**config.mk**
```make
export PLATFORM = sky130hd
export DESIGN_NAME = fetch_ras_unit
export DESIGN_NICKNAME = d
export VERILOG_FILES = /design/src/rtl/fetch_ras_unit.sv
export SDC_FILE = /design/constraint.sdc
export NUM_CORES = 1
export LEC_CHECK = 0
export BUFFER_PORTS_ARGS = -buffer_cell sky130_fd_sc_hd__buf_2
export CORE_ASPECT_RATIO = 1.1
export CORE_MARGIN = 2
export CORE_UTILIZATION = 40
export CTS_CLUSTER_DIAMETER = 120
export DETAILED_ROUTE_END_ITERATION = 16
export PLACE_DENSITY_LB_ADDON = 0.1
export SYNTH_ARGS = -nofsm -noshare
export SYNTH_HDL_FRONTEND = slang
export SYNTH_SLANG_ARGS = --single-unit
```
**constraint.sdc**
```tcl
create_clock -name CLK -period 6.95 [get_ports CLK]
set_input_delay 1.39 -clock CLK [delete_from_list [all_inputs] [get_ports CLK]]
set_output_delay 1.39 -clock CLK [all_outputs]
set_load 0.005 [all_outputs]
```
**src/rtl/fetch_ras_unit.sv**
```systemverilog
// rtl/fetch_ras_unit.sv - fetch PC, IF/ID register and decode next-PC select with return-address stack
// Returns resolve in decode from a circular RAS; any redirect costs one bubble.
module fetch_ras_unit #(
   parameter int              XLEN      = 32,
   parameter int              RAS_DEPTH = 8,
   parameter logic [XLEN-1:0] RESET_PC  = '0
) (
   input  logic                               CLK,
   input  logic                               RST,
   input  logic                               StallF,
   input  logic                               StallD,
   input  logic [31:0]                        Instr,
   input  logic                               BranchTakenD,
   input  logic [XLEN-1:0]                    BranchTargetD,
   input  logic                               JumpD,
   input  logic                               LinkD,
   input  logic                               ReturnD,
   output logic [XLEN-1:0]                    PCF,
   output logic [31:0]                        InstrD,
   output logic [XLEN-1:0]                    PCPlus4D,
   output logic [$clog2(RAS_DEPTH+1)-1:0]     RasCount,
   output logic                               RasEmpty,
   output logic                               RasFull,
   output logic                               RasOverflow,
   output logic                               RasUnderflow
);

   localparam int CW = $clog2(RAS_DEPTH + 1);
   localparam int PW = $clog2(RAS_DEPTH);
   localparam logic [CW-1:0] DEPTH_C = CW'(RAS_DEPTH);

   logic [XLEN-1:0] pc_q, pc_d;
   logic [31:0]     instr_d_q, instr_d_d;
   logic [XLEN-1:0] pcp4_d_q, pcp4_d_d;
   logic [PW-1:0]   top_q, top_d;
   logic [CW-1:0]   count_q, count_d;
   logic            ovf_q, ovf_d;
   logic            unf_q, unf_d;

   logic [XLEN-1:0] ras_mem_q [RAS_DEPTH];
   logic            ras_we;
   logic [PW-1:0]   ras_waddr;
   logic [XLEN-1:0] ras_wdata;

   logic [XLEN-1:0] pc_plus4_f;
   logic [XLEN-1:0] jump_target;
   logic [XLEN-1:0] ras_top;
   logic [XLEN-1:0] redirect_target;
   logic            redirect;
   logic            ras_empty, ras_full;
   logic            do_push, do_pop, do_swap, ret_hit;

   always_comb begin
      pc_plus4_f  = pc_q + XLEN'(4);
      jump_target = {pcp4_d_q[XLEN-1:28], instr_d_q[25:0], 2'b00};
      ras_empty   = (count_q == '0);
      ras_full    = (count_q == DEPTH_C);
      ras_top     = ras_mem_q[top_q];
      do_push     = !StallD && LinkD && !ReturnD;
      do_pop      = !StallD && ReturnD && !LinkD;
      do_swap     = !StallD && ReturnD && LinkD;
      ret_hit     = !StallD && ReturnD && !ras_empty;
   end

   // Stack update: a call on a full stack wraps onto the oldest entry.
   always_comb begin
      top_d     = top_q;
      count_d   = count_q;
      ovf_d     = 1'b0;
      unf_d     = 1'b0;
      ras_we    = 1'b0;
      ras_waddr = top_q;
      ras_wdata = pcp4_d_q;
      if (do_push || (do_swap && ras_empty)) begin
         top_d     = top_q + PW'(1);
         ras_we    = 1'b1;
         ras_waddr = top_q + PW'(1);
         unf_d     = do_swap;
         if (ras_full) begin
            ovf_d = 1'b1;
         end else begin
            count_d = count_q + CW'(1);
         end
      end else if (do_swap) begin
         ras_we = 1'b1;
      end else if (do_pop) begin
         if (ras_empty) begin
            unf_d = 1'b1;
         end else begin
            top_d   = top_q - PW'(1);
            count_d = count_q - CW'(1);
         end
      end
   end

   always_comb begin
      redirect        = 1'b0;
      redirect_target = pc_plus4_f;
      if (!StallD) begin
         if (ret_hit) begin
            redirect        = 1'b1;
            redirect_target = ras_top;
         end else if (JumpD) begin
            redirect        = 1'b1;
            redirect_target = jump_target;
         end else if (BranchTakenD) begin
            redirect        = 1'b1;
            redirect_target = BranchTargetD;
         end
      end
   end

   // A redirect overrides the fetch stall and squashes the IF/ID slot.
   always_comb begin
      if (redirect) begin
         pc_d = redirect_target;
      end else if (StallF) begin
         pc_d = pc_q;
      end else begin
         pc_d = pc_plus4_f;
      end
      if (StallD) begin
         instr_d_d = instr_d_q;
         pcp4_d_d  = pcp4_d_q;
      end else if (redirect) begin
         instr_d_d = '0;
         pcp4_d_d  = '0;
      end else begin
         instr_d_d = Instr;
         pcp4_d_d  = pc_plus4_f;
      end
   end

   always_ff @(posedge CLK or posedge RST) begin
      if (RST) begin
         pc_q      <= RESET_PC;
         instr_d_q <= '0;
         pcp4_d_q  <= '0;
         top_q     <= '0;
         count_q   <= '0;
         ovf_q     <= 1'b0;
         unf_q     <= 1'b0;
      end else begin
         pc_q      <= pc_d;
         instr_d_q <= instr_d_d;
         pcp4_d_q  <= pcp4_d_d;
         top_q     <= top_d;
         count_q   <= count_d;
         ovf_q     <= ovf_d;
         unf_q     <= unf_d;
      end
   end

   always_ff @(posedge CLK) begin
      if (ras_we) begin
         ras_mem_q[ras_waddr] <= ras_wdata;
      end
   end

   assign PCF          = pc_q;
   assign InstrD       = instr_d_q;
   assign PCPlus4D     = pcp4_d_q;
   assign RasCount     = count_q;
   assign RasEmpty     = ras_empty;
   assign RasFull      = ras_full;
   assign RasOverflow  = ovf_q;
   assign RasUnderflow = unf_q;

endmodule
```
==> results of run 1 <==
-- stage by stage --
| stage | power (mW) | std cells | cell area [sq um] |
|---|---|---|---|
| finish | 6.65 | 1742 | 18300 |
| global route | 6.98 | 1742 | 18300 |
| CTS | 6.73 | 1742 | 18300 |
| detailed placement | 4.75 | 1673 | 17100 |
| global placement | 4.73 | 1673 | 17100 |
| floorplan | 4.08 | 1044 | 15700 |
-- how the worst min path moves through the flow --
stage	from	to	slack, ns
2_1_floorplan	RasCount[3]$_DFFE_PP0P_	RasCount[3]$_DFFE_PP0P_	0.49
3_3_place_gp	InstrD[27]$_DFFE_PP0N_	InstrD[27]$_DFFE_PP0N_	0.51
3_5_place_dp	RasCount[3]$_DFFE_PP0P_	RasCount[3]$_DFFE_PP0P_	0.51
4_1_cts	RasCount[3]$_DFFE_PP0P_	RasCount[3]$_DFFE_PP0P_	0.52
5_1_grt	InstrD[26]$_DFFE_PP0N_	InstrD[26]$_DFFE_PP0N_	0.55
6_report	RasCount[3]$_DFFE_PP0P_	RasCount[3]$_DFFE_PP0P_	0.51
-- power by group --
| part | total, mW | switching, mW | internal [mW] |
|---|---|---|---|
| Clock | 1.97 | 0.837 | 1.13 |
| Combinational | 1.56 | 0.807 | 0.754 |
| Sequential | 3.12 | 0.453 | 2.67 |
-- worst max-delay path: stages --
cell,delay (ns)
buf_4,0.67
nand2b_1,0.26
a21oi_4,0.09
ha_1,0.32
nand3b_1,0.31
nor2_4,0.63
buf_4,0.41
-- Yosys cell counts (12+ instances only) --
cell type / number
o21ai_0: 38
clkbuf_1: 26
mux2i_1: 53
buf_2: 33
nor3_1: 20
or3_1: 13
a21oi_1: 23
edfxtp_1: 256
xnor2_1: 40
nand3_1: 12
inv_1: 14
a22oi_1: 25
mux4_2: 64
nand2_1: 75
nor2_1: 74
xor2_1: 12
dfrtp_1: 105
-- placed cells by master (no fill, tap or decap), drive strengths merged, types with 7 or more instances in the layout --
| cell | n |
|---|---|
| nand4 | 12 |
| ha | 7 |
| a21oi | 25 |
| mux4 | 64 |
| or3 | 14 |
| clkinv | 13 |
| mux2 | 9 |
| nor3 | 21 |
| o31ai | 12 |
| clkbuf | 52 |
| o221ai | 11 |
| edfxtp | 256 |
| xnor2 | 40 |
| mux2i | 53 |
| xor2 | 12 |
| dfrtp | 105 |
| inv | 17 |
| a22oi | 25 |
| o21ai | 41 |
| nand2 | 75 |
| nor2 | 74 |
| buf | 193 |
| nor4 | 12 |
| nand3 | 12 |
| o22ai | 10 |
-- metal layers --
metal  share of wire (%)  track usage [%]
met5                   0                0
met4                 2.1             5.54
met3                 5.3             3.60
met2                  48             34.0
met1                  45             30.9
-- kinds of logic (layout without fill, tap and decap cells) --
group | Yosys count | after routing | share of synthesized area (%)
flops | 361 | 361 | 65.6
xor+xnor | 52 | 52 | 2.90
mux | 126 | 126 | 13.2
simple gates | 261 | 261 | 8.64
fa+ha+maj | 8 | 8 | 0.684
compound gates | 149 | 149 | 6.50
buf+inv | 87 | 278 | 2.48
-- registers in the layout, summed over array words and instances (netlist names) --
name / flops
RasUnderflow: 1
PCPlus4D: 32
InstrD: 32
ras_mem_q: 256
top_q: 3
PCF: 32
RasOverflow: 1
RasCount: 4
-- final cells by class --
type / count / area [sq um]
timing repair buffer: 193 / 1010
multi-input combinational: 596 / 5090
sequential: 361 / 10300
fill: 3513 / 20700
tap: 507 / 634
clock inverter: 17 / 140
clock buffer: 52 / 1040
inverter: 16 / 62.6
==> run metrics, run 1 <==
Req. time, crit path 7.16 ns; drt initial violations 663; CTS clk-pin slew, worst paths 0.06 ns; htree depth 2; cell taking the most area after synthesis edfxtp_1; # port buffers 175; worst setup margin 3.03 ns; worst skew pair latency 0.54 ns; Fin Setup TNS 0 ns; Die X 193 um; Die Y-Extent 212 um; worst slew pin tran 0.918 ns; worst reg2reg path endpoint ras_mem_q[4][21]$_DFFE_PP_; Worst R2R Start RasCount[1]$_DFFE_PP0P_; Max Clock Skew 0.0283 ns; status finished clean; # resized after CTS 0; antenna violations before repair 0; CORE AREA 0.0390 sq mm; leakage 6.89 nW; Cells on Worst Hold Path 1; Max FO, Critical Path 62; # IOs 176; HPWL after detailed placement 27000 um; area of the mapped netlist 0.0157 sq mm; largest net degree at the start of global routing 65; total grt overflow 0; Setup violations, final 0; 1st-pass router iterations 5; layout cell share with drive strength beyond 1 29.1%; Initial Util 40.3%; Post-Syn Instances 1044; Post-synth ARST share 29.1%; Synthesis Warnings 0; clock tree sinks 361; RSZ-0062 raised after global routing no; dpl ws 2.42 ns; WL/cell 24.7 um; CTS tree yes; crit path capture ras_mem_q[2][2]$_DFFE_PP_; Seq/Total Area, Yosys 65.6%; Max Buffers Root-to-Sink 3; gp weighted congestion 0.796; worst vdd rail ir drop 0.158 mV; CTS Hold Buffers Added 0; postcts setup bufs 0; kind of critical path input port to flip-flop; Rel. slew slack 38.8%; Top FF cell, synth edfxtp_1; DIE AREA 0.0409 sq mm; Max Cap Violations 0; number of global-route vias before repair 9754; Hold Path Class flip-flop to flip-flop; fin nets 1287; post-route minimum period 3.92 ns; Final Cycle Share 56.4%; antenna viol nets, final 0; internal reg-to-reg setup slack 3.48 ns; layout overhead on the synthesized area 16.4%; Via-to-Cell Ratio 5.54; GRT Resource Usage Total 21.5%; Root Buffer clkbuf_16; Worst Setup SP StallD; Vias 9646; Ant. Diodes 0; DRC Markers 0; Slew Viols, Final 0; Syn Nets 1124; Post-synth EDFFs 256; fin util 47.0%; Seq cells post-synth 361; Power Density 363 mW/mm^2; Hold Slack 0.515 ns; Critical Path Source Type input port; Synth top area share 48.9%; DRT Wirelength 43000 um; Critical Path AT 4.13 ns; number of cells on the worst reg-to-reg path 7; library cells used by synthesis 66; Setup crit end kind flip-flop; cts bufs inserted 39; cell row count 76; synth top area cells edfxtp_1, dfrtp_1, mux4_2, mux2i_1, xnor2_1; max frequency 0.255 GHz; first-pass GRT wire length 64000 um; Hold Violations, Final 0; Avg Cell Area, Syn 15.1 sq um
No activity file was read; power rests on OpenSTA's default activity.
==> run 2, diff against run 1 <==
- ABC_AREA: default -> 1
- clock period: 6.95 -> 3.6 ns (I/O delays scaled with it)
==> run 2 against run 1 <==
  * Clock-buffer cell count down 1
  * Critical path depth up 3
  * Clock skew shrank 0.014 ns
  * Area after synthesis is 6.5% higher
  * Setup slack got worse by 2.2 ns
  * Total power increased by 100%
  * Critical path type is now flip-flop to flip-flop
  * Critical endpoint is now ras_mem_q[7][4]$_DFFE_PP_
==> run metrics, run 2 <==
RSZ-0062 raised after global routing no; fin nets 1984 (+54%); post-route minimum period 2.77 ns; Max Cap Violations 0 (unchanged); htree depth 2 (unchanged); cts bufs inserted 39 (unchanged); Hold Violations, Final 0 (unchanged); fin util 46.9% (-0.079 points); Hold Path Class input port to asynchronous set/reset pin; number of cells on the worst reg-to-reg path 10 (+3); total grt overflow 0 (unchanged); DRC Markers 0 (unchanged); commonest non-fill, non-tap cell in the layout nand2_1; drt initial violations 1017 (+53%); Req. time, crit path 3.83 ns (-3.33 ns); dpl ws 0.354 ns (-2.07 ns); internal reg-to-reg setup slack 0.83 ns (-2.65 ns); Post-Syn Instances 1754 (+68%); Critical Path Source Type flip-flop; Final Cycle Share 76.9%; count leader, synth nand2_1; antenna viol nets, final 0 (unchanged); Die Y-Extent 219 um (+3.1%); Initial Util 40.6% (+0.23 points); leakage 8.34 nW (+21%); Top FF cell, synth edfxtp_1; Max Buffers Root-to-Sink 3 (unchanged); Avg Cell Area, Syn 9.55 sq um (-37%); synth top area cells edfxtp_1, dfrtp_1, nand2_1, nand3_1, nor2_1; Fill cells 3967 (+13%); Root Buffer clkbuf_16; gp weighted congestion 0.940 (+18%); Seq cells post-synth 361 (unchanged); Slew Viols, Final 0 (unchanged); cell taking the most area after synthesis edfxtp_1; register area 0.0103 sq mm (about the same); Post-synth top cells nand2_1, edfxtp_1, nor2_1; worst setup margin 0.831 ns (-2.20 ns); Syn Nets 1834 (+63%); Rel. slew slack 32.4% (-6.4 points); layout overhead on the synthesized area 15.6%; Post-synth EDFFs 256 (unchanged); HPWL after detailed placement 30900 um (+14%); worst skew pair latency 0.54 ns (about the same); CORE AREA 0.0413 sq mm (+5.9%); Reg with most FFs ras_mem_q; Max Clock Skew 0.0147 ns (-0.0136 ns); DRT Wirelength 48900 um (+14%); Via-to-Cell Ratio 5.13 (-7.3%); multi-input logic area 0.00553 sq mm (+8.6%); Setup violations, final 0 (unchanged); final instance area 0.0194 sq mm (+5.7%); CTS Hold Buffers Added 0 (unchanged); Max FO, Critical Path 21 (-66%); library cells used by synthesis 40 (-39%); # IOs 176 (unchanged); number of global-route vias before repair 12500 (+28%); Critical Path AT 3.00 ns (-1.13 ns); Synthesis Warnings 0 (unchanged); GRT Resource Usage Total 22.8% (+1.3 points); first-pass GRT wire length 75100 um (+17%); Setup crit end kind flip-flop; Die X 199 um (+3.1%); clock tree sinks 361 (unchanged); Power Density 690 mW/mm^2 (+90%); WL/cell 19.6 um (-21%); # resized after CTS 0 (unchanged); postcts setup bufs 0 (unchanged); max frequency 0.361 GHz; Fin Setup TNS 0 ns (unchanged); Worst R2R Start RasCount[1]$_DFFE_PP0P_; 1st-pass router iterations 5 (unchanged); Post-synth ARST share 29.1% (unchanged); worst reg2reg path endpoint ras_mem_q[7][4]$_DFFE_PP_; antenna violations before repair 0 (unchanged); kind of critical path flip-flop to flip-flop; # port buffers 175 (unchanged); worst vdd rail ir drop 0.372 mV (+130%); Ant. Diodes 0 (unchanged); Synth top area share 45.9% (-3.0 points); Vias 12800 (+33%); CTS tree yes; area of the mapped netlist 0.0167 sq mm (+6.5%); status finished clean; area of placed instances 0.0182 sq mm (+6.3%); Largest register FFs 256 (unchanged); largest net degree at the start of global routing 87 (+34%); DIE AREA 0.0435 sq mm (+6.4%); most frequent cells in the layout nand2_1, edfxtp_1, nor2_1; worst slew pin tran 1.01 ns (+0.0959 ns); cell row count 78 (+2.6%); CTS clk-pin slew, worst paths 0.06 ns (about the same); layout cell share with drive strength beyond 1 16.9% (-12 points); Seq/Total Area, Yosys 61.6% (-4.0 points); total chip power 13.3 mW (+100%)
run 2: cell count changes after synthesis, moves of 17 or more:
cell | before | now
nand2_1 | 75 | 462
nand3_1 | 12 | 169
nor2_1 | 74 | 199
inv_1 | 14 | 134
o21ai_0 | 38 | 138
mux4_2 | 64 | 0
mux2i_1 | 53 | 1
xnor2_1 | 40 | 11
a22oi_1 | 25 | 1
nor3_1 | 20 | 0
a211oi_1 | 3 | 22
or2_2 | 2 | 19
run 2: stage by stage:
step | hold slack [ns] | std cells
after floorplan | 0.470 | 1754
after CTS | 0.305 | 2494
after global routing | 0.334 | 2494
final | 0.295 | 2494
after detailed placement | 0.468 | 2423
after global placement | 0.459 | 2423
run 2: layout make-up:
cell class	instances	area share, %
Clock inverter	20	0.537
Clock buffer	51	5.39
Multi-Input combinational cell	1159	28.6
Timing Repair Buffer	203	5.81
Inverter	140	2.75
Tap cell	560	3.62
Sequential cell	361	53.3
run 2: critical path, stage by stage (launching register included):
cell and delay (ns):
dfrtp_1 0.43, nor2_1 0.14, nand2_1 0.09, nand2_2 0.13, nand2_2 0.18, inv_1 0.20, ha_1 0.27, inv_1 0.06
nand2_1 0.22, nor2_4 0.47, buf_12 0.25
run 2: routing by layer:
layer / track usage [%] / wire length [um] / vias to the layer above
met3: 3.10 / 2690 / 74
met1: 32.5 / 22500 / 6199
li1: - / - / 6120
met5: 0 / 0 / -
met2: 36.2 / 22400 / 412
met4: 7.11 / 1260 / 0
run 2: worst max-delay path by stage:
stage	startpoint	endpoint	slack, ns	cells past startpoint
5_1_grt	RasCount[1]$_DFFE_PP0P_	ras_mem_q[7][21]$_DFFE_PP_	0.64	10
3_3_place_gp	StallD	PCF[27]$_DFFE_PP0P_	0.40	10
2_1_floorplan	StallD	ras_mem_q[7][0]$_DFFE_PP_	0.04	8
3_5_place_dp	StallD	PCF[15]$_DFFE_PP0P_	0.35	10
4_1_cts	RasCount[1]$_DFFE_PP0P_	ras_mem_q[7][30]$_DFFE_PP_	0.81	10
6_report	RasCount[1]$_DFFE_PP0P_	ras_mem_q[7][4]$_DFFE_PP_	0.83	10
run 2: power by group:
| group | switching [mW] | internal [mW] |
|---|---|---|
| registers | 0.652 | 5.13 |
| clock network | 1.61 | 2.04 |
| logic | 2.64 | 1.26 |
| total | 4.91 | 8.44 |
run 2: logic make-up (layout without fill, tap and decap cells):
| group | count (synthesis) | in the layout | synth area share [%] |
|---|---|---|---|
| fa+ha+maj | 8 | 8 | 0.643 |
| flops | 361 | 361 | 61.6 |
| mux | 1 | 1 | 0.0598 |
| simple gates | 892 | 892 | 22.7 |
| buf+inv | 234 | 414 | 5.75 |
| compound gates | 230 | 230 | 7.58 |
| xor+xnor | 28 | 28 | 1.69 |
==> run 3, diff against run 2 <==
- clock period: 3.6 -> 2.82 ns (I/O delays scaled with it)
==> run 3 against run 2 <==
  * Sequential share of layout area fell by 0.83 points
  * Global-route usage fell by 0.32 points
  * Critical path type unchanged
  * Sequential cell count unchanged
  * Hold slack got worse by 0.19 ns
  * Routed wire length fell by 1.0%
  * Die area unchanged
  * Clock power grew 34%
  * Critical path depth unchanged
  * Critical endpoint is now ras_mem_q[7][18]$_DFFE_PP_
==> run metrics, run 3 (synthesized netlist as in run 2, its figures left out) <==
status finished clean; first-pass GRT wire length 74700 um (-0.51%); Power Density 884 mW/mm^2 (+28%); Slew Viols, Final 0 (unchanged); Ant. Diodes 0 (unchanged); Crit path largest cell delay 0.43 ns (-0.04 ns); Fin Setup TNS 0 ns (unchanged); cts bufs inserted 39 (unchanged); Hold Path Class input port to asynchronous set/reset pin; area of placed instances 0.0185 sq mm (+1.4%); WL/cell 19.3 um (-1.6%); layout overhead on the synthesized area 17.4%; worst skew pair latency 0.55 ns (about the same); antenna violations before repair 1 (+1); Root Buffer clkbuf_16; final instance area 0.0197 sq mm (+1.6%); layout cell share with drive strength beyond 1 17.7% (+0.80 points); max frequency 0.398 GHz (+10%); total chip power 17.4 mW (+30%); DIE AREA 0.0435 sq mm (unchanged); gp weighted congestion 0.935 (-0.52%); Reg with most FFs ras_mem_q; commonest non-fill, non-tap cell in the layout nand2_1; post-route minimum period 2.51 ns (-0.258 ns); placed cell count 2438 (+0.62%); Via-to-Cell Ratio 5.10 (-0.73%); DRC Markers 0 (unchanged); drt initial violations 1102 (+8.4%); CP Buf/Inv Count 3 (unchanged); Max Cap Violations 0 (unchanged); postcts setup bufs 0 (unchanged); Die X 199 um (unchanged); fin util 47.6% (+0.74 points); Setup crit end kind flip-flop; leakage 8.48 nW (+1.7%); Max Clock Skew 0.0203 ns (+0.00558 ns); htree depth 2 (unchanged); Die Y-Extent 219 um (unchanged); Worst path slowest cell nor2_4; worst slew pin tran 0.742 ns (-0.271 ns); # IOs 176 (unchanged); antenna viol nets, final 0 (unchanged); total grt overflow 0 (unchanged); Hold Violations, Final 0 (unchanged); internal reg-to-reg setup slack 0.31 ns (-0.52 ns); Initial Util 40.6% (unchanged); Max FO, Critical Path 14 (-33%); # port buffers 175 (unchanged); largest net degree at the start of global routing 149 (+71%); 1st-pass router iterations 5 (unchanged); Req. time, crit path 3.06 ns (-0.77 ns); Final Cycle Share 89.0% (+12 points); Critical Path Source Type flip-flop; GRT Resource Usage Total 22.5% (-0.32 points); Fill cells 3927 (-1.0%); Vias 12800 (-0.17%); Max Buffers Root-to-Sink 3 (unchanged); CTS clk-pin slew, worst paths 0.06 ns (about the same); CTS Hold Buffers Added 0 (unchanged); Setup violations, final 0 (unchanged); clock tree sinks 361 (unchanged); fin nets 1999 (+0.76%); kind of critical path flip-flop to flip-flop; cells along the critical path nor2_1, nand2_1, nand2_2, nand2_2, inv_1, ha_1, inv_1, nand2_1, nor2_4, buf_12; most frequent cells in the layout nand2_1, edfxtp_1, nor2_1; # resized after CTS 0 (unchanged); Finished Layout Cells 2508 (+0.56%); worst vdd rail ir drop 0.816 mV (+120%); CORE AREA 0.0413 sq mm (unchanged); cell row count 78 (unchanged); Critical Path AT 2.75 ns (-0.25 ns); CTS tree yes; RSZ-0062 raised after global routing no; Largest register FFs 256 (unchanged); Rel. slew slack 50.5% (+18 points); delay-heaviest family, CP simple AND/OR/NAND/NOR gates; HPWL after detailed placement 31300 um (+1.4%); number of global-route vias before repair 12500 (+0.39%); DRT Wirelength 48400 um (-1.0%)
run 3: changes by cell type in the layout (fill, tap and decap cells not counted):
cell / before / now
buf_12: 3 / 14
buf_4: 25 / 29
bufinv_16: 0 / 2
clkbuf_1: 11 / 13
clkinv_1: 11 / 5
clkinv_4: 0 / 2
inv_4: 2 / 1
run 3: power breakdown:
part	leakage, nW	internal (mW)	switching (mW)	total (mW)
Sequential	3.68	6.55	0.747	7.29
Clock	0.588	2.81	2.11	4.91
Combinational	4.21	1.72	3.45	5.17
run 3: area by class of cell:
cell class	instances	area, sq um	share of cell area (%)
repair buffers	218	1370	6.99
well taps	560	701	3.56
flip-flops and latches	361	10300	52.5
clock inverters	17	151	0.770
clock buffers	53	1050	5.34
multi-input cells	1159	5530	28.1
inverters	140	533	2.71
run 3: per-layer routing:
metal	part of all wire [%]	vias up	routed length (um)	GRT usage (%)
met5	0.025	-	12	0
met4	2.2	2	1080	6.12
met3	4.9	63	2360	3.21
met2	45	348	21800	35.1
met1	48	6225	23100	32.8
li1	-	6145	-	-
run 3: final timing paths:
check / startpoint / endpoint / cells past startpoint
max in group asynchronous: RST / InstrD[21]$_DFFE_PP0N_ / 3
hold reg to reg: InstrD[31]$_DFFE_PP0N_ / InstrD[31]$_DFFE_PP0N_ / 2
hold / removal: RST / PCF[6]$_DFFE_PP0P_ / 2
setup / recovery: RasCount[1]$_DFFE_PP0P_ / ras_mem_q[7][18]$_DFFE_PP_ / 10
min in group CLK: Instr[28] / InstrD[28]$_DFFE_PP0N_ / 3
setup reg to reg: RasCount[1]$_DFFE_PP0P_ / ras_mem_q[7][18]$_DFFE_PP_ / 10
run 3: through the flow:
step	hold WS, ns	worst slack (ns)
floorplan	0.470	-0.103
global placement	0.458	0.256
finish	0.106	0.309
detailed placement	0.460	0.232
CTS	0.0974	0.303
global route	0.134	0.137
